**src/rtl/adc_regs.sv**
```systemverilog
// Successive-approximation register for the ADC front end: one comparator decision per clock, MSB first.
// Optional `result` capture register is built when ADC_REGS_RESULT_EN is defined.
module adc_regs #(
    parameter int WIDTH = 10
) (
    input  logic             clk,
    input  logic             reset,
    input  logic             enable,
    input  logic             in,
    output logic [WIDTH-1:0] out,
    output logic             done,
    output logic             busy,
    output logic [1:0]       dbg_state
`ifdef ADC_REGS_RESULT_EN
    ,
    output logic [WIDTH-1:0] result
`endif
);

    localparam int IDX_W = $clog2(WIDTH);
    localparam logic [IDX_W-1:0] IDX_TOP  = IDX_W'(WIDTH - 1);
    localparam logic [WIDTH-1:0] MSB_CODE = {1'b1, {(WIDTH-1){1'b0}}};

    typedef enum logic [1:0] {
        IDLE    = 2'd0,
        CONVERT = 2'd1,
        DONE    = 2'd2
    } state_t;

    state_t           state;
    logic [IDX_W-1:0] idx;
    logic [WIDTH-1:0] conv_code;

    assign dbg_state = state;

    // Resolve the current bit from the comparator and raise the next trial bit below it.
    always_comb begin
        conv_code = out;
        conv_code[idx] = in;
        if (idx != '0) begin
            conv_code[idx - 1'b1] = 1'b1;
        end
    end

    always_ff @(posedge clk) begin
        if (reset) begin
            state <= IDLE;
            out   <= '0;
            done  <= 1'b0;
            busy  <= 1'b0;
            idx   <= IDX_TOP;
`ifdef ADC_REGS_RESULT_EN
            result <= '0;
`endif
        end else begin
            case (state)
                IDLE: begin
                    done <= 1'b0;
                    if (enable) begin
                        out   <= MSB_CODE;
                        idx   <= IDX_TOP;
                        busy  <= 1'b1;
                        state <= CONVERT;
                    end
                end
                CONVERT: begin
                    if (!enable) begin
                        // Abort: clear the trial code so the DAC returns to a known level.
                        state <= IDLE;
                        out   <= '0;
                        busy  <= 1'b0;
                    end else begin
                        out <= conv_code;
                        if (idx == '0) begin
                            state <= DONE;
                            done  <= 1'b1;
                            busy  <= 1'b0;
`ifdef ADC_REGS_RESULT_EN
                            result <= conv_code;
`endif
                        end else begin
                            idx <= idx - 1'b1;
                        end
                    end
                end
                DONE: begin
                    done <= 1'b0;
                    if (enable) begin
                        // Back-to-back: the next MSB trial loads on the edge leaving DONE.
                        out   <= MSB_CODE;
                        idx   <= IDX_TOP;
                        busy  <= 1'b1;
                        state <= CONVERT;
                    end else begin
                        state <= IDLE;
                    end
                end
                default: begin
                    state <= IDLE;
                    done  <= 1'b0;
                    busy  <= 1'b0;
                end
            endcase
        end
    end

endmodule

```
**config.mk**
```make
export PLATFORM = sky130hd
export DESIGN_NAME = adc_regs
export DESIGN_NICKNAME = d
export VERILOG_FILES = /design/src/rtl/adc_regs.sv
export SDC_FILE = /design/constraint.sdc
export NUM_CORES = 1
export LEC_CHECK = 0
export ABC_AREA = 1
export BUFFER_PORTS_ARGS = -buffer_cell sky130_fd_sc_hd__clkbuf_2
export CAP_MARGIN = 20
export CORE_MARGIN = 1
export CORE_UTILIZATION = 59
export CTS_BUF_LIST = sky130_fd_sc_hd__clkbuf_4 sky130_fd_sc_hd__clkbuf_8 sky130_fd_sc_hd__clkbuf_16
export DETAILED_ROUTE_END_ITERATION = 6
export PLACE_DENSITY = 0.84
export SLEW_MARGIN = 0
export SYNTH_ARGS = -nofsm -noshare
export SYNTH_HDL_FRONTEND = slang
export SYNTH_SLANG_ARGS = --single-unit
```
**constraint.sdc**
```tcl
create_clock -name clk -period 2.5 [get_ports clk]
set_input_delay 0.5 -clock clk [delete_from_list [all_inputs] [get_ports clk]]
set_output_delay 0.5 -clock clk [all_outputs]
set_load 0.02 [all_outputs]
```
# Yosys cells after proc, flatten, opt, wreduce, memory -nomap -nowiden
# Cells that the tools add are included.
[op_classes]
n_lt_le_gt_ge = 4
n_eq_ne = 7
n_addsub = 1
bitwise = 2
n_mux = 22
reduce_logical = 13
[op_table]
columns = ["op", "count"]
rows = [
  ["$mux 10", 3],
  ["$pmux 10 s2", 1],
  ["$mux 4", 3],
  ["$bwmux 10", 1],
  ["$lt 4x5->1 const B", 2],
  ["$or 10x10->10", 1],
  ["$demux 1 s4", 2],
  ["$ge 4x1->1 const B", 2],
  ["$pmux 4 s2", 1],
  ["$reduce_and 2->1", 4],
  ["$mux 1", 6],
  ["$mux 2", 3],
  ["$ne 2x2->1 const B", 3],
  ["$pmux 2 s3", 1],
  ["$logic_not 4->1", 1],
  ["$reduce_and 4->1", 1],
  ["$reduce_bool 4->1", 1],
  ["$reduce_or 2->1", 2],
  ["$sub 4x1->4 const B", 1],
  ["$ne 3x3->1 const B", 1],
  ["$eq 2x1->1 const B", 1],
  ["$eq 2x2->1 const B", 1],
  ["$logic_and 1x1->1", 2],
  ["$logic_not 2->1", 1],
  ["4 further kinds", 4],
]
[word_totals]
regBits = 18
out_inout_bits = 14
inputBits = 4
word_cells = 54

# Depth between registers and ports, before layout
[logic_depth]
ltp_word = 9
ltp_mapped = 9
mapped_depth_nobuf = 9

# Least setup slack after synthesis
# No wires, ideal clock.
[synth_timing]
kind = "reg-to-reg"
from = "register idx[0]"
to = "register out[4]"
required_ps = 2360
arrival_time_ps = 1282
path_stages_with_launch = 10
path_slack_ps = 1077
path_buffers = 0
cell_sequence = "dfxtp_1 inv_1 ha_1 or2_1 nand2_4 inv_2 nand3_1 nand2_1 nand2_1 a21oi_2"
[synth_via]
elab_chain_cells = 9
[synth_rtl]
columns = ["item", "line", "rtl"]
rows = [
  ["start: declaration", "31", "logic [IDX_W-1:0] idx;"],
  ["start signal: assignment", "82", "idx <= idx - 1'b1;"],
  ["$sub 4x1->4, or another cell as far along", "41", "conv_code[idx - 1'b1] = 1'b1;"],
  ["$lt 4x5->1 (not written as such), or another cell as far along", "41", ""],
  ["$logic_and 1x1->1 (not written as such) or $mux 1 (tied branches)", "41, 39", ""],
  ["$mux 1 (not written as such) or $demux 1 s4 (tied branches)", "41, 39", ""],
  ["$demux 1 s4 or $bwmux 10 (tied branches)", "41, 39", ""],
  ["$or 10x10->10 (no source line)", "-", ""],
  ["$mux 10 *", "40", "if (idx != '0) begin"],
  ["$mux 10 *", "67", "if (!enable) begin"],
  ["$pmux 10 s2 *", "56", "case (state)"],
  ["end signal: assignment", "73", "out <= conv_code;"],
  ["end: declaration", "10", "output logic [WIDTH-1:0] out,"],
]
# Every way passes the cells marked *; elsewhere a longest branch is shown, timed or not.
# A chain may end at the register's enable or synchronous reset.

# Worst setup path after layout
[layout_timing]
from = "register idx[0]"
to = "register out[8]"
# Same word-level chain as after synthesis.

==> impl_metrics.toml <==
[power]
p_leak_nw = 0.627
switching_power_mw = 0.170
powerDensity_nw_per_um2 = 426
power.share.clock_pct = 26.9
switching_share_pct = 30.9
seqPwrFrac_pct = 54.7
pwr-share-comb_pct = 18.4
max-vdd-ir-drop_v = 0.000289
p_int_mw = 0.380

[clock_tree]
cts_tree = "yes"
path_clk_slew_ns = 0.10
cts-htree-levels = 1
clock-sinks = 18
cts_buffer_depth = 2
post_cts_buffers = 0
clock_latency_ns = 0.29
cts-buffers-inserted = 3
cts_resized = 0
cts-root-buf = "clkbuf_4"
cts.hold.buffers_added = 0

[routing]
drtIter0Drc = 16
via_per_inst = 5.33
routedWlPerCell_um = 12.2
finalWirelength_mm = 2.59
ant_nets = 0
dr.pass1.iters = 4
num_vias = 1131
drc_errors = 0

[grt]
grt_max_degree = 16
grt_usage_pct = 27.0
grt-ovfl-total = 0
grt_pass1_wl_mm = 4.19
first_global_vias = 991
antenna_found_initial = 0

[cells_and_area]
n_fill_cell = 156
diodes = 0
drive_gt1_share_pct = 25.1
seq_area_um2 = 360
multi_input_area_um2 = 699
finalNetCount = 199
final_common_cell = "nand2_1"
fin_area_um2 = 1290
syn_to_final_growth_pct = 10.3
final_cell_mix = "nand2_1, nand3_1, dfxtp_1, inv_1, clkbuf_2"

[synthesis]
synth.distinct_cells = 27
ys_warn_count = 0
syn_area_um2 = 1170
synth_cells = 170
synth.net_count = 180
synth_seq_cells = 18
synthTopCellsByArea = "dfxtp_1, nand2_1, nand3_1"
syn_avg_cell_area_um2 = 6.87
ys_seq_area_share_pct = 30.8
netlist.top_cell.by_area = "dfxtp_1"
synth.top_cell.area_share_pct = 30.8

[worst_setup_path]
slowest_delay_ns = 0.41
cpMaxStageDelayCell = "ha_1"
path_cells = "inv_1 > ha_1 > nand3_1 > o21ai_0 > nand2_1 > nand2_1 > a21oi_2"
ff2ff_setup_slack_ns = 0.89
startpoint_type = "flop"
crit_required_ns = 2.68
crit_top_cell = "nand2_1"
crit_type = "reg -> reg"
endpoint_kind = "flop"
crit_path_max_fanout = 8
cp.arrival_ns = 1.79

[placed_design]
portBuffers = 17
dp_hpwl_mm = 1.93
gp_congestion = 0.907
post_dp_cell_area_um2 = 1270

[die]
die_y_um = 46.5
die_area_um2 = 2160
num_io_pins = 18
num_rows = 15
die_w_um = 46.5
initial_core_util_pct = 65.5
core_um2 = 1780

[timing]
finalHoldViolCount = 0
fin_skew_ns = 0.00184
fin_crit_ns = 1.61
clock.fmax_mhz = 622
final-max-slew-violation-count = 0
min_period_over_period_pct = 64.3
setup_tns_ns = 0
setup-violations-final = 0
rsz0062_at_grt = "no"
max_slew.worst_pin.slew_ns = 0.432
maxSlewHeadroom_pct = 71.2

[run_status]
status = "finished, final reports clean"

[run]
cap_violations = 0

[worst_hold_path]
min_path_type = "reg -> reg"
layout make-up:
type | count | share of cell area, %
multi-input combinational | 125 | 54.3
sequential | 18 | 28.0
inverter | 24 | 6.99
timing repair buffer | 17 | 6.60
tap | 25 | 2.43
clock buffer | 3 | 1.75
power by group through the flow:
stage          clock network, mW  registers (mW)  logic [mW]
2_1_floorplan                  0           0.312      0.0701
3_3_place_gp                   0           0.307      0.0973
3_5_place_dp                   0           0.307      0.0990
4_1_cts                    0.146           0.301       0.100
5_1_grt                    0.156           0.302       0.112
6_report                   0.148           0.301       0.101
per-stage QoR:
stage / power, mW / utilization, % / hold WS (ns) / cells / setup WS, ns
detailed placement: 0.406 / 71.0 / 0.481 / 209 / 0.930
finish: 0.550 / 72.3 / 0.495 / 212 / 0.893
global route: 0.570 / 72.3 / 0.514 / 212 / 0.755
global placement: 0.404 / 71.0 / 0.466 / 209 / 0.992
CTS: 0.546 / 72.3 / 0.495 / 212 / 0.911
floorplan: 0.382 / - / 0.551 / 170 / 1.08
critical path, delay by kind of cell, from the launching register on:
| family | cells | cell delay, ns |
|---|---|---|
| compound gates | 2 | 0.24 |
| buf+inv | 1 | 0.19 |
| fa+ha+maj | 1 | 0.41 |
| simple gates | 3 | 0.29 |
| flops | 1 | 0.36 |
registers in the layout (all words and copies together) (netlist names):
register / cells
busy: 1
dbg_state: 2
done: 1
idx: 4
out: 10
path summary, 6_finish.rpt:
check             startpoint      to  depth (start not counted)
setup / recovery      idx[0]  out[8]                          7
setup reg to reg      idx[0]  out[8]                          7
hold reg to reg       out[7]  out[7]                          2
hold / removal        out[7]  out[7]                          2
per-layer routing:
metal	GRT usage, %	vias up	wire, µm
met1	30.7	519	1120
met2	48.9	27	1340
met5	0	-	0
met4	10.6	0	36
met3	4.71	8	86
li1	-	577	-
cells in the mapped netlist:
cell      instances
ha_1              6
or2_1             1
nor2_1            5
nand2_4           4
nand2_2           1
o21ai_1           5
buf_1             1
nor2_4            2
a21oi_2           8
nor3_2            1
inv_2             6
nand2_1          52
nor2_2            3
nand3_1          18
inv_1            17
o21ai_0           6
a211oi_1          1
dfxtp_1          18
o21a_1            1
a31o_2            1
buf_6             1
a21oi_1           6
a21boi_2          1
clkinv_1          1
clkbuf_1          1
o22ai_1           1
a21boi_1          2
kinds of logic after synthesis:
kind of cell    Yosys count  share of synthesized area, %
compound gates           32                          18.1
fa+ha+maj                 6                          6.42
buf+inv                  27                          9.31
flops                    18                          30.8
simple gates             87                          35.3
Note: power is estimated with default switching activity, not from simulation.
